## src/rtl/instr_dec_pkg.sv

```systemverilog
// Shared encodings for the MIPS-31 decode stage: opcode/funct values,
// one-hot class bit positions and the buffered entry layout.
package instr_dec_pkg;

   // Primary opcodes (instr[31:26])
   localparam logic [5:0] OP_RTYPE = 6'h00;
   localparam logic [5:0] OP_J     = 6'h02;
   localparam logic [5:0] OP_JAL   = 6'h03;
   localparam logic [5:0] OP_BEQ   = 6'h04;
   localparam logic [5:0] OP_BNE   = 6'h05;
   localparam logic [5:0] OP_ADDI  = 6'h08;
   localparam logic [5:0] OP_ADDIU = 6'h09;
   localparam logic [5:0] OP_SLTI  = 6'h0A;
   localparam logic [5:0] OP_SLTIU = 6'h0B;
   localparam logic [5:0] OP_ANDI  = 6'h0C;
   localparam logic [5:0] OP_ORI   = 6'h0D;
   localparam logic [5:0] OP_XORI  = 6'h0E;
   localparam logic [5:0] OP_LUI   = 6'h0F;
   localparam logic [5:0] OP_LW    = 6'h23;
   localparam logic [5:0] OP_SW    = 6'h2B;

   // R-type function codes (instr[5:0])
   localparam logic [5:0] FN_SLL  = 6'h00;
   localparam logic [5:0] FN_SRL  = 6'h02;
   localparam logic [5:0] FN_SRA  = 6'h03;
   localparam logic [5:0] FN_SLLV = 6'h04;
   localparam logic [5:0] FN_SRLV = 6'h06;
   localparam logic [5:0] FN_SRAV = 6'h07;
   localparam logic [5:0] FN_JR   = 6'h08;
   localparam logic [5:0] FN_ADD  = 6'h20;
   localparam logic [5:0] FN_ADDU = 6'h21;
   localparam logic [5:0] FN_SUB  = 6'h22;
   localparam logic [5:0] FN_SUBU = 6'h23;
   localparam logic [5:0] FN_AND  = 6'h24;
   localparam logic [5:0] FN_OR   = 6'h25;
   localparam logic [5:0] FN_XOR  = 6'h26;
   localparam logic [5:0] FN_NOR  = 6'h27;
   localparam logic [5:0] FN_SLT  = 6'h2A;
   localparam logic [5:0] FN_SLTU = 6'h2B;

   // One-hot class bit positions; bit 31 is never set
   localparam int IDX_ADD   = 0;
   localparam int IDX_ADDU  = 1;
   localparam int IDX_SUB   = 2;
   localparam int IDX_SUBU  = 3;
   localparam int IDX_AND   = 4;
   localparam int IDX_OR    = 5;
   localparam int IDX_XOR   = 6;
   localparam int IDX_NOR   = 7;
   localparam int IDX_SLT   = 8;
   localparam int IDX_SLTU  = 9;
   localparam int IDX_SLL   = 10;
   localparam int IDX_SRL   = 11;
   localparam int IDX_SRA   = 12;
   localparam int IDX_SLLV  = 13;
   localparam int IDX_SRLV  = 14;
   localparam int IDX_SRAV  = 15;
   localparam int IDX_JR    = 16;
   localparam int IDX_ADDI  = 17;
   localparam int IDX_ADDIU = 18;
   localparam int IDX_ANDI  = 19;
   localparam int IDX_ORI   = 20;
   localparam int IDX_XORI  = 21;
   localparam int IDX_LW    = 22;
   localparam int IDX_SW    = 23;
   localparam int IDX_BEQ   = 24;
   localparam int IDX_BNE   = 25;
   localparam int IDX_SLTI  = 26;
   localparam int IDX_SLTIU = 27;
   localparam int IDX_LUI   = 28;
   localparam int IDX_J     = 29;
   localparam int IDX_JAL   = 30;

   // One buffered decode result
   typedef struct packed {
      logic [31:0] instr;
      logic [31:0] pc;
      logic [31:0] onehot;
      logic        illegal;
      logic [31:0] imm;
   } dec_entry_t;

endpackage

```

## src/rtl/instr_dec_core.sv

```systemverilog
// Purely combinational instruction classifier: one-hot class, illegal
// flag and extended immediate. STRICT rejects non-zero reserved fields.
module instr_dec_core
   import instr_dec_pkg::*;
#(
   parameter int STRICT = 0
) (
   input  logic [31:0] instr,
   output logic [31:0] onehot,
   output logic        illegal,
   output logic [31:0] imm
);

   logic [5:0]  op;
   logic [5:0]  funct;
   logic [4:0]  rs;
   logic [4:0]  shamt;
   logic [31:0] class_raw;
   logic        resv_bad;

   assign op    = instr[31:26];
   assign funct = instr[5:0];
   assign rs    = instr[25:21];
   assign shamt = instr[10:6];

   // Map {op, funct} to a class bit and flag reserved fields that are non-zero
   always_comb begin
      class_raw = '0;
      resv_bad  = 1'b0;
      case (op)
         OP_RTYPE: begin
            resv_bad = (shamt != 5'd0);
            case (funct)
               FN_ADD:  class_raw[IDX_ADD]  = 1'b1;
               FN_ADDU: class_raw[IDX_ADDU] = 1'b1;
               FN_SUB:  class_raw[IDX_SUB]  = 1'b1;
               FN_SUBU: class_raw[IDX_SUBU] = 1'b1;
               FN_AND:  class_raw[IDX_AND]  = 1'b1;
               FN_OR:   class_raw[IDX_OR]   = 1'b1;
               FN_XOR:  class_raw[IDX_XOR]  = 1'b1;
               FN_NOR:  class_raw[IDX_NOR]  = 1'b1;
               FN_SLT:  class_raw[IDX_SLT]  = 1'b1;
               FN_SLTU: class_raw[IDX_SLTU] = 1'b1;
               FN_SLLV: class_raw[IDX_SLLV] = 1'b1;
               FN_SRLV: class_raw[IDX_SRLV] = 1'b1;
               FN_SRAV: class_raw[IDX_SRAV] = 1'b1;
               // Immediate shifts use shamt; rs is the reserved field instead
               FN_SLL: begin
                  class_raw[IDX_SLL] = 1'b1;
                  resv_bad = (rs != 5'd0);
               end
               FN_SRL: begin
                  class_raw[IDX_SRL] = 1'b1;
                  resv_bad = (rs != 5'd0);
               end
               FN_SRA: begin
                  class_raw[IDX_SRA] = 1'b1;
                  resv_bad = (rs != 5'd0);
               end
               // jr only uses rs; rt, rd and shamt must all be zero
               FN_JR: begin
                  class_raw[IDX_JR] = 1'b1;
                  resv_bad = (instr[20:6] != 15'd0);
               end
               default: class_raw = '0;
            endcase
         end
         OP_ADDI:  class_raw[IDX_ADDI]  = 1'b1;
         OP_ADDIU: class_raw[IDX_ADDIU] = 1'b1;
         OP_ANDI:  class_raw[IDX_ANDI]  = 1'b1;
         OP_ORI:   class_raw[IDX_ORI]   = 1'b1;
         OP_XORI:  class_raw[IDX_XORI]  = 1'b1;
         OP_LW:    class_raw[IDX_LW]    = 1'b1;
         OP_SW:    class_raw[IDX_SW]    = 1'b1;
         OP_BEQ:   class_raw[IDX_BEQ]   = 1'b1;
         OP_BNE:   class_raw[IDX_BNE]   = 1'b1;
         OP_SLTI:  class_raw[IDX_SLTI]  = 1'b1;
         OP_SLTIU: class_raw[IDX_SLTIU] = 1'b1;
         OP_LUI:   class_raw[IDX_LUI]   = 1'b1;
         OP_J:     class_raw[IDX_J]     = 1'b1;
         OP_JAL:   class_raw[IDX_JAL]   = 1'b1;
         default:  class_raw = '0;
      endcase
   end

   // Illegal when no class matched, or reserved fields are dirty in strict mode
   always_comb begin
      illegal = (class_raw == '0) || ((STRICT != 0) && resv_bad);
      onehot  = illegal ? '0 : class_raw;
   end

   // Immediate extension follows the final (masked) class, so illegal sign-extends
   always_comb begin
      if (onehot[IDX_ANDI] | onehot[IDX_ORI] | onehot[IDX_XORI])
         imm = {16'h0000, instr[15:0]};
      else if (onehot[IDX_LUI])
         imm = {instr[15:0], 16'h0000};
      else if (onehot[IDX_J] | onehot[IDX_JAL])
         imm = {6'b000000, instr[25:0]};
      else
         imm = {{16{instr[15]}}, instr[15:0]};
   end

endmodule

```

## src/rtl/instr_dec_pipe.sv

```systemverilog
// Registered decode stage: decodes the incoming word, buffers the result in
// a DEPTH-entry FIFO with valid/ready on both sides, counts legal/illegal pushes.
module instr_dec_pipe
   import instr_dec_pkg::*;
#(
   parameter int DEPTH  = 2,
   parameter int CNT_W  = 16,
   parameter int STRICT = 0
) (
   input  logic                     clk,
   input  logic                     rst,
   input  logic                     flush,
   input  logic                     in_valid,
   output logic                     in_ready,
   input  logic [31:0]              in_instr,
   input  logic [31:0]              in_pc,
   output logic                     out_valid,
   input  logic                     out_ready,
   output logic [31:0]              out_instr,
   output logic [31:0]              out_pc,
   output logic [31:0]              out_onehot,
   output logic                     out_illegal,
   output logic [4:0]               out_rs,
   output logic [4:0]               out_rt,
   output logic [4:0]               out_rd,
   output logic [4:0]               out_shamt,
   output logic [31:0]              out_imm,
   output logic [CNT_W-1:0]         cnt_decoded,
   output logic [CNT_W-1:0]         cnt_illegal,
   output logic [$clog2(DEPTH):0]   occupancy
);

   localparam int PTR_W = $clog2(DEPTH);
   localparam int OCC_W = PTR_W + 1;
   localparam logic [OCC_W-1:0] DEPTH_OCC = OCC_W'(DEPTH);

   dec_entry_t             mem [DEPTH];
   dec_entry_t             new_entry;
   dec_entry_t             head;
   logic [PTR_W-1:0]       wr_ptr_reg;
   logic [PTR_W-1:0]       rd_ptr_reg;
   logic [OCC_W-1:0]       occ_reg;
   logic [OCC_W-1:0]       occ_next;
   logic [CNT_W-1:0]       cnt_dec_reg;
   logic [CNT_W-1:0]       cnt_ill_reg;
   logic [31:0]            dec_onehot;
   logic                   dec_illegal;
   logic [31:0]            dec_imm;
   logic                   push;
   logic                   pop;

   instr_dec_core #(
      .STRICT (STRICT)
   ) u_core (
      .instr   (in_instr),
      .onehot  (dec_onehot),
      .illegal (dec_illegal),
      .imm     (dec_imm)
   );

   // Handshake: ready depends only on registered occupancy; flush drops the push
   always_comb begin
      in_ready  = (occ_reg < DEPTH_OCC);
      out_valid = (occ_reg != '0);
      push      = in_valid & in_ready & ~flush;
      pop       = out_valid & out_ready;
      new_entry = '{instr: in_instr, pc: in_pc, onehot: dec_onehot,
                    illegal: dec_illegal, imm: dec_imm};
   end

   // Occupancy bookkeeping; simultaneous push and pop leave it unchanged
   always_comb begin
      occ_next = occ_reg;
      case ({push, pop})
         2'b10:   occ_next = occ_reg + 1'b1;
         2'b01:   occ_next = occ_reg - 1'b1;
         default: occ_next = occ_reg;
      endcase
   end

   // Entry storage; no reset so it maps onto plain RAM
   always_ff @(posedge clk) begin
      if (push)
         mem[wr_ptr_reg] <= new_entry;
   end

   // Pointers and occupancy; reset and flush both empty the FIFO
   always_ff @(posedge clk) begin
      if (rst || flush) begin
         wr_ptr_reg <= '0;
         rd_ptr_reg <= '0;
         occ_reg    <= '0;
      end else begin
         if (push)
            wr_ptr_reg <= wr_ptr_reg + 1'b1;
         if (pop)
            rd_ptr_reg <= rd_ptr_reg + 1'b1;
         occ_reg <= occ_next;
      end
   end

   // Saturating statistics, bumped only on accepted pushes
   always_ff @(posedge clk) begin
      if (rst) begin
         cnt_dec_reg <= '0;
         cnt_ill_reg <= '0;
      end else if (push) begin
         if (new_entry.illegal) begin
            if (cnt_ill_reg != '1)
               cnt_ill_reg <= cnt_ill_reg + 1'b1;
         end else begin
            if (cnt_dec_reg != '1)
               cnt_dec_reg <= cnt_dec_reg + 1'b1;
         end
      end
   end

   // Present the head entry; forced to zero while empty so nothing stale leaks out
   always_comb begin
      head        = out_valid ? mem[rd_ptr_reg] : '0;
      out_instr   = head.instr;
      out_pc      = head.pc;
      out_onehot  = head.onehot;
      out_illegal = head.illegal;
      out_imm     = head.imm;
      out_rs      = head.instr[25:21];
      out_rt      = head.instr[20:16];
      out_rd      = head.instr[15:11];
      out_shamt   = head.instr[10:6];
      cnt_decoded = cnt_dec_reg;
      cnt_illegal = cnt_ill_reg;
      occupancy   = occ_reg;
   end

endmodule

```

## config.mk

```make
export PLATFORM = sky130hd
export DESIGN_NAME = instr_dec_pipe
export DESIGN_NICKNAME = d
export VERILOG_FILES = /design/src/rtl/instr_dec_pkg.sv /design/src/rtl/instr_dec_core.sv /design/src/rtl/instr_dec_pipe.sv
export SDC_FILE = /design/constraint.sdc
export NUM_CORES = 1
export LEC_CHECK = 0
export CAP_MARGIN = 20
export CORE_MARGIN = 2
export CORE_UTILIZATION = 45
export DETAILED_ROUTE_END_ITERATION = 8
export HOLD_SLACK_MARGIN = 0.03
export MAX_ROUTING_LAYER = met4
export PLACE_DENSITY = 0.71
export SLEW_MARGIN = 20
export SYNTH_ARGS = -nofsm -noshare
export SYNTH_HDL_FRONTEND = slang
export SYNTH_HIERARCHICAL = 1
export SYNTH_SLANG_ARGS = --single-unit
```

## constraint.sdc

```tcl
create_clock -name clk -period 14.21 [get_ports clk]
set_clock_uncertainty 0.2 [all_clocks]
set_input_delay 1.421 -clock clk [delete_from_list [all_inputs] [get_ports clk]]
set_output_delay 1.421 -clock clk [all_outputs]
set_load 0.02 [all_outputs]
```

; After elaboration in Yosys (flattened, before gate mapping)
; Memories as Yosys holds them, arrays and structs flattened. A register that Yosys moved wholly into a read port is not among the register bits.
; Index checks and enable logic that the tools add are counted.
[classes]
add_sub_neg = 6
mul = 0
n_div = 0
order_cmp = 1
eq_ne = 34
shifts = 0
n_mux = 42
bitwise = 8
reduce_logical = 8
[ops]
columns = op, n
row1 = 2-to-1 mux 129 bit, 1
row2 = 2-to-1 mux 32 bit, 3
row3 = equality test 6 bit (second input constant), 12
row4 = equality test 6 x 4 -> 1 bit (second input constant), 9
row5 = 2-to-1 mux 1 bit, 35
row6 = adder 16 x 1 -> 16 bit (second input constant), 2
row7 = zero test 32 bit, 1
row8 = != test 16 bit (second input constant), 2
row9 = 2-to-1 mux 31 bit, 1
row10 = equality test 6 x 3 -> 1 bit (second input constant), 5
row11 = equality test 6 x 2 -> 1 bit (second input constant), 4
row12 = 2-to-1 mux 17 bit, 1
row13 = zero test 6 bit, 2
row14 = AND reduction 3 bit, 2
row15 = case mux 2 bit (2 select lines), 1
row16 = nonzero test 2 bit, 2
row17 = bitwise AND 1 bit, 3
row18 = bitwise OR 1 bit, 3
row19 = adder 1 bit (second input constant), 2
row20 = adder 2 x 1 -> 2 bit (second input constant), 1
row21 = equality test 2 x 1 -> 1 bit (second input constant), 1
row22 = equality test 2 bit (second input constant), 1
row23 = less-than comparator 2 bit (second input constant), 1
row24 = inverter 1 bit, 2
row25 = other kinds (2), 2
[totals]
register_bits = 36
latch_bits = 0
ramBits = 256
rom_bits = 0
inputBits = 69
out_inout_bits = 185
word_cells = 105
mem_count = 1
[mem_list]
columns = memory, words, word_bits, read_ports, rd_clocked_by_memory_dff, write_ports, line
row1 = mem, 2, 128, 1, 1, 1, instr_dec_pipe.sv:37  ; dec_entry_t mem [DEPTH];

; Depth between registers and ports, before layout
; Gate-level depths: netlist of run 1.
[depth]
word_depth = 9
ltp_mapped = 11
ltp_nobuf = 9

; Hierarchy
; The synthesis of run 1 kept the hierarchy.
[modules_own_cells]
columns = module, n_inst, cells_per_inst, area_per_inst_um2, seq_area_each_um2
row1 = instr_dec_pipe, 1, 773, 11683.7, 8488.1
row2 = instr_dec_core, 1, 141, 779.5, 0.0

; Worst setup path before layout of run 1
; OpenSTA, ideal clock, no wires.
[synth_path]
kind = input-to-reg
from = input port flush
to = memory mem[0][0] (netlist name), enable pin
setup_ns = 0.619
arrival_time_ns = 7.330
required_ns = 13.391
path_slack_ns = 6.061
stages = 4
n_path_buf = 1
cell_sequence = buf_6 > nor3b_1 > inv_1 > nor2_1
[synth_via]
elab_chain_len = 4
[synth_rtl]
columns = element, line
row1 = from (decl), instr_dec_pipe.sv:12  ; input logic flush,
row2 = inverter 1 bit, instr_dec_pipe.sv:65  ; push = in_valid & in_ready & ~flush;
row3 = bitwise AND 1 bit, instr_dec_pipe.sv:65
row4 = 2-to-1 mux 1 bit, instr_dec_pipe.sv:83  ; if (push)
row5 = 2-to-1 mux 1 bit (implied by the code), instr_dec_pipe.sv:84  ; mem[wr_ptr_reg] <= new_entry;
row6 = to (decl), instr_dec_pipe.sv:37
; No other way between the ends.

==> flow_summary.toml, run 1 <==
[status]
status = "finished, final reports clean"

[synthesis]
netlist_area_um2 = 12500
synth_cell_types = 53
async_flop_share_pct = 0
post_synth.cell_area_avg_um2 = 13.6
synth_fp_nets = 986
synthesis.instances = 914
ys.warnings.count = 6
seq_area_frac_synth_pct = 68.1
ys_ff_latch = 295
synth-main-ff-cell = "sky130_fd_sc_hd__edfxtp_1"
number_of_synthesized_flops_with_an_enable_pin = 258

[layout]
finish.net_count = 1213
largest_register_ff_count = 258
max_flop_register = "mem"
fin_util_pct = 59.4
areaGrowthSynthToFinish_pct = 29.1
drive_above_1_share_pct = 6.70

[critical_path]
critical_path_required_ps = 12590
r2r_end = "mem[0][84]"
critPathCaptureType = "primary output"
worst-setup-path-type = "reg -> out"
cp-endpoint = "out_instr[24]"
cp_data_arrival_time_ps = 3290
critical_path.max_fanout = 52
regToRegSetupSlack_ps = 10960
timing.critical_path.from_type = "flip-flop"
r2r_cells = 5
reg_to_reg_startpoint = "occupancy[1]"

[pwr]
switching_power_uw = 399
comb_power_share_pct = 7.7
power.switching_fraction_pct = 21.7
power.static_leakage_nw = 5.04
power_frac_seq_pct = 52.8
total_power_mw = 1.84
ir_worst_vdd_v = 0.0000801
clkPwrFrac_pct = 39.6
p_per_area_nw_per_um2 = 114
power_report.internal_total_mw = 1.44

[routing]
post-route-drc-count = 0
drtPass1Iterations = 6
wl_per_cell_um = 18.4
route.final.wire_length_mm = 28.3
drt.antenna.violating_nets = 0
detailroute.via_count = 7900
detail_route.iter0.violations = 564
post_drt_via_cell_ratio = 5.14

[die]
total_die_area_um2 = 29000
fp.dieH_um = 170
core_area_um2 = 27100
floorplan.rows = 60
floorplan.initialDensity_pct = 46.0
io_pins = 254
die_x_um = 170

[timing]
layout_setup_ws_ps = 9290
final_slew_violations = 0
setup_viol_count_final = 0
fmaxAchievable_mhz = 203
relSlewSlack_pct = 29.4
timing_hold_violations_final = 0
worst_slew_pin_slew_ps = 1060
timing.final.crit_share_pct = 34.6
layout_min_cycle_time_ps = 4920
total_neg_setup_slack_ps = 0
setup_repair_after_global_routing_missed_its_margin = "no"

[job]
drv_cap = 0

[grt]
grt_pass1_vias = 7689
number_of_antenna_violations_at_the_first_check_in_global_routing = 1
grt_first_pass_wirelength_mm = 42.8
largest_net_degree_at_the_start_of_global_routing = 76
grt_overflow_total = 0
groute.usage.overall_pct = 19.6

[clocking]
clock_insertion_delay_worst_skew_ps = 540
htreeDepth = 1
cts_made_buffers = 30
cts_hold_repair.buffers = 0
ctsResizeCount = 0
cts_buffer_depth = 3
cts.reportedPaths.clkPinSlew_ps = 60
numClockSinks = 295
cts_tree = "built"
post_cts_buffers = 0
clockRootBuffer = "sky130_fd_sc_hd__clkbuf_16"

[placement]
portBuffers = 253
gp_routability_congestion = 0.838
pre_cts_slack_ps = 9310
detailedPlacementHpwl_mm = 18.7

[min_path]
timing.hold.worst.class = "reg -> reg"
## synth_stat cells (6+ instances only)
cell type                  instances  share of area, %
sky130_fd_sc_hd__a21oi_1          28               1.1
sky130_fd_sc_hd__and2_1           18              0.90
sky130_fd_sc_hd__and3_1            6              0.30
sky130_fd_sc_hd__buf_2            14              0.56
sky130_fd_sc_hd__buf_4            25               1.5
sky130_fd_sc_hd__clkbuf_1         26              0.78
sky130_fd_sc_hd__dfxtp_1          37               5.9
sky130_fd_sc_hd__edfxtp_1        258                62
sky130_fd_sc_hd__inv_1             8              0.24
sky130_fd_sc_hd__mux2i_1         134                11
sky130_fd_sc_hd__nand2_1          26              0.78
sky130_fd_sc_hd__nand3_1          12              0.48
sky130_fd_sc_hd__nand4_1          10              0.50
sky130_fd_sc_hd__nor2_1          190               5.7
sky130_fd_sc_hd__nor3_1           18              0.72
sky130_fd_sc_hd__o21ai_0           7              0.28
sky130_fd_sc_hd__xnor2_1          18               1.3
sky130_fd_sc_hd__xor2_1            9              0.63
## metrics by stage
stage               area (um2)  cells  hold slack, ps
floorplan                12500    914             320
global placement         15200   1481             297
detailed placement       15200   1481             306
CTS                      16100   1537             322
global route             16100   1538             392
finish                   16100   1538             316
## layout by cell type (no fill, tap or decap), types with 17 or more instances in the layout
master	synthesis	layout
sky130_fd_sc_hd__and2_1	18	17
sky130_fd_sc_hd__nand2_1	26	26
sky130_fd_sc_hd__a21oi_1	28	28
sky130_fd_sc_hd__nor2_1	190	188
sky130_fd_sc_hd__mux2i_1	134	134
sky130_fd_sc_hd__edfxtp_1	258	258
sky130_fd_sc_hd__nor3_1	18	18
sky130_fd_sc_hd__clkdlybuf4s50_1	0	253
sky130_fd_sc_hd__dfxtp_1	37	36
sky130_fd_sc_hd__xnor2_1	18	18
sky130_fd_sc_hd__clkbuf_16	0	31
## metal layers
| metal | vias up | routed length [um] | GRT usage [%] |
|---|---|---|---|
| met1 | 3887 | 11700 | 23.8 |
| met4 | 0 | 410 | 4.09 |
| met3 | 34 | 2200 | 5.05 |
| met2 | 234 | 14000 | 33.2 |
| li1 | 3745 | - | - |
| met5 | - | 0 | - |
## worst min path at each step
stage | startpoint | endpoint | cells past startpoint
floorplan | rd_ptr_reg | flip-flop | 2
global placement | cnt_illegal[4] | cnt_illegal[4] | 1
detailed placement | cnt_illegal[4] | cnt_illegal[4] | 1
CTS | cnt_illegal[4] | cnt_illegal[4] | 1
global route | cnt_illegal[6] | cnt_illegal[6] | 2
finish | cnt_illegal[4] | cnt_illegal[4] | 1
## logic make-up after synthesis
family | share of synthesized area (%)
simple gates | 13.3
flops | 68.1
mux | 10.8
buf+inv | 3.22
compound gates | 2.43
xor+xnor | 1.90
fa+ha+maj | 0.301
other cells | 0.0301
## power by group through the flow
stage,sequential [mW],clock [mW],combinational [mW]
global placement,0.988,0,0.140
floorplan,0.991,0,0.0724
global route,0.972,0.774,0.151
detailed placement,0.989,0,0.142
CTS,0.970,0.742,0.143
finish,0.970,0.727,0.141
## critical path, cell delays in order (launching register included)
cell and delay, ps:
sky130_fd_sc_hd__dfxtp_4 790, sky130_fd_sc_hd__buf_4 810, sky130_fd_sc_hd__mux2i_1 180, sky130_fd_sc_hd__nor2_1 260
sky130_fd_sc_hd__clkdlybuf4s50_1 660
## final cells by class
class | instances | area, um2
Antenna cell | 1 | 2.50
Clock buffer | 40 | 810
Clock inverter | 16 | 103
Fill cell | 2179 | 11000
Inverter | 8 | 30.0
Multi-Input combinational cell | 544 | 3590
Sequential cell | 295 | 8490
Tap cell | 372 | 465
Timing Repair Buffer | 262 | 2600
Power figures use the tool's default switching activity.
==> run 2, diff against run 1 <==
- PLACE_DENSITY: 0.71 -> 0.74
- clock period: 14.21 -> 4.47 ns (I/O delays scaled with it)
==> run 2 against run 1 <==
  * Setup slack worse by 8400 ps
  * Sequential cell count unchanged
  * Sequential power rose to 3.2 times the previous value
  * Design area up 1.7%
  * First-iteration DRC count down 16%
  * Non-clock buffer count up 11
  * Die area unchanged
  * Count of clock-buffer cells in the layout down 4
  * Global-route usage up 0.71 points
  * Via count up 0.75%
  * Routed wire length up 2.7%
  * Critical path type unchanged
  * Largest power group unchanged
==> flow_summary.toml, run 2 (synthesis results as in run 1) <==
[status]
status = "finished, final reports clean"

[clocking]
cts.reportedPaths.clkPinSlew_ps = 60
cts_hold_repair.buffers = 0
clock_insertion_delay_worst_skew_ps = 550
ctsResizeCount = 0
cts_made_buffers = 31
cts_buffer_depth = 3
htreeDepth = 1
numClockSinks = 295
post_cts_buffers = 0
cts_tree = "built"
clockRootBuffer = "sky130_fd_sc_hd__clkbuf_16"

[pwr]
clkPwrFrac_pct = 41.5
p_per_area_nw_per_um2 = 371
power_frac_seq_pct = 50.9
switching_power_mw = 1.31
comb_power_share_pct = 7.6
total_power_mw = 6.06
power.static_leakage_nw = 5.17
ir_worst_vdd_v = 0.000294
power.switching_fraction_pct = 21.5
power_report.internal_total_mw = 4.76

[critical_path]
critical_path_required_ps = 3820
worstSetupPathDepth = 4
timing.critical_path.from_type = "flip-flop"
cp_data_arrival_time_ps = 2930
critPathCaptureType = "primary output"
cp-endpoint = "out_instr[1]"
reg_to_reg_startpoint = "occupancy[1]"
critical_path.max_fanout = 32
critical-path-top-delay-family = "buffers and inverters"
worst-setup-path-type = "reg -> out"
slowest_stage = "sky130_fd_sc_hd__nor2_4"
startpoint = "occupancy[1]"
worst_path_max_stage_delay_ps = 810
r2r_cells = 7
r2r_end = "occupancy[1]"
cp.buffers_inverters = 2
regToRegSetupSlack_ps = 1830
critical_path.cell_chain = "nor2_4 > buf_4 > nor2_1 > clkdlybuf4s50_1"

[timing]
fmaxAchievable_mhz = 280
timing_hold_violations_final = 0
setup_viol_count_final = 0
relSlewSlack_pct = 34.9
final_slew_violations = 0
total_neg_setup_slack_ps = 0
timing.final.crit_share_pct = 80.0
hold_ws_ps = 277
layout_min_cycle_time_ps = 3570
worst_slew_pin_slew_ps = 975
layout_setup_ws_ps = 895
setup_repair_after_global_routing_missed_its_margin = "no"

[layout]
commonest_non_fill_non_tap_cell_in_the_layout = "sky130_fd_sc_hd__edfxtp_1"
final_cell_mix = "sky130_fd_sc_hd__edfxtp_1, sky130_fd_sc_hd__clkdlybuf4s50_1, sky130_fd_sc_hd__nor2_1, sky130_fd_sc_hd__mux2i_1, sky130_fd_sc_hd__dfxtp_1"
layout.area.seq_um2 = 8490
fillCellCount = 2160
finish.net_count = 1225
largest_register_ff_count = 258
areaGrowthSynthToFinish_pct = 31.3
max_flop_register = "mem"
fin_util_pct = 60.4
stdcell_area_um2 = 16400
final-instance-count-excl-fill = 1549
combined_area_of_the_multi_input_logic_cells_um2 = 3590
drive_above_1_share_pct = 7.91

[placement]
pre_cts_slack_ps = 956
gp_routability_congestion = 0.833
portBuffers = 253
detailedPlacementHpwl_mm = 19.7
dpl_cell_area_um2 = 15400
dpl.cell_count = 1492

[routing]
detail_route.iter0.violations = 471
detailroute.via_count = 7959
post_drt_via_cell_ratio = 5.14
post-route-drc-count = 0
drtPass1Iterations = 4
wl_per_cell_um = 18.7
drt.antenna.violating_nets = 0
route.final.wire_length_mm = 29.0

[grt]
grt_overflow_total = 0
gr-max-usage-layer = "met2"
grtUsageMet2_pct = 33.4
number_of_antenna_violations_at_the_first_check_in_global_routing = 1
grt_first_pass_wirelength_mm = 44.3
grt_util_met1_pct = 25.1
groute.usage.overall_pct = 20.3
grt_pass1_vias = 8062
use_met3_pct = 5.67
largest_net_degree_at_the_start_of_global_routing = 54

[min_path]
timing.hold.worst.class = "in -> reg"

[die]
total_die_area_um2 = 29000
io_pins = 254
core_area_um2 = 27100
die_x_um = 170
floorplan.rows = 60
fp.dieH_um = 170
floorplan.initialDensity_pct = 46.0

[job]
drv_cap = 0
==> run 2: changes by cell type in the layout (fill, tap and decap cells not counted), sizes merged <==
cell | before | now
clkinv | 14 | 13
clkinvlp | 1 | 2
buf | 9 | 20
clkbuf | 40 | 36
bufinv | 1 | 4
inv | 8 | 9
==> run 2: final cells by class <==
cell class	instances	share of cell area (%)
clock buffers	36	4.85
multi-input cells	544	21.9
repair buffers	273	17.0
inverters	8	0.183
well taps	372	2.84
diodes	1	0.0153
flip-flops and latches	295	51.9
clock inverters	20	1.27
==> run 2: how the worst min path moves through the flow <==
stage	startpoint	endpoint	slack, ps	cells past startpoint
2_1_floorplan	rd_ptr_reg	flip-flop	320	2
3_3_place_gp	cnt_illegal[4]	cnt_illegal[4]	300	1
3_5_place_dp	cnt_illegal[4]	cnt_illegal[4]	330	1
4_1_cts	in_pc[25]	mem[1][90]	250	1
5_1_grt	in_pc[14]	mem[0][79]	260	1
6_report	in_pc[1]	mem[1][66]	280	1
==> run 2: power groups by stage <==
stage,sequential [mW],clock [mW],combinational (mW)
6_report,3.08,2.52,0.460
5_1_grt,3.09,2.67,0.495
4_1_cts,3.08,2.57,0.466
3_5_place_dp,3.14,0,0.464
3_3_place_gp,3.14,0,0.457
2_1_floorplan,3.14,0,0.231
==> run 2: worst reg2reg max path: cells and delay by family (launching register included) <==
| kind | cells | cell delay (ps) |
|---|---|---|
| buffers and inverters | 1 | 170 |
| and+or+nand+nor | 4 | 1260 |
| DFF | 1 | 430 |
| xor gates and xnor gates | 1 | 130 |
| adders and majority gates | 1 | 330 |
==> run 2: routing by layer <==
metal	part of all wire, %	routed length [um]	vias to the layer above
met2	48	14000	262
met3	8.7	2510	30
met4	1.5	423	0
li1	-	-	3783
met1	42	12100	3884
met5	0	0	-
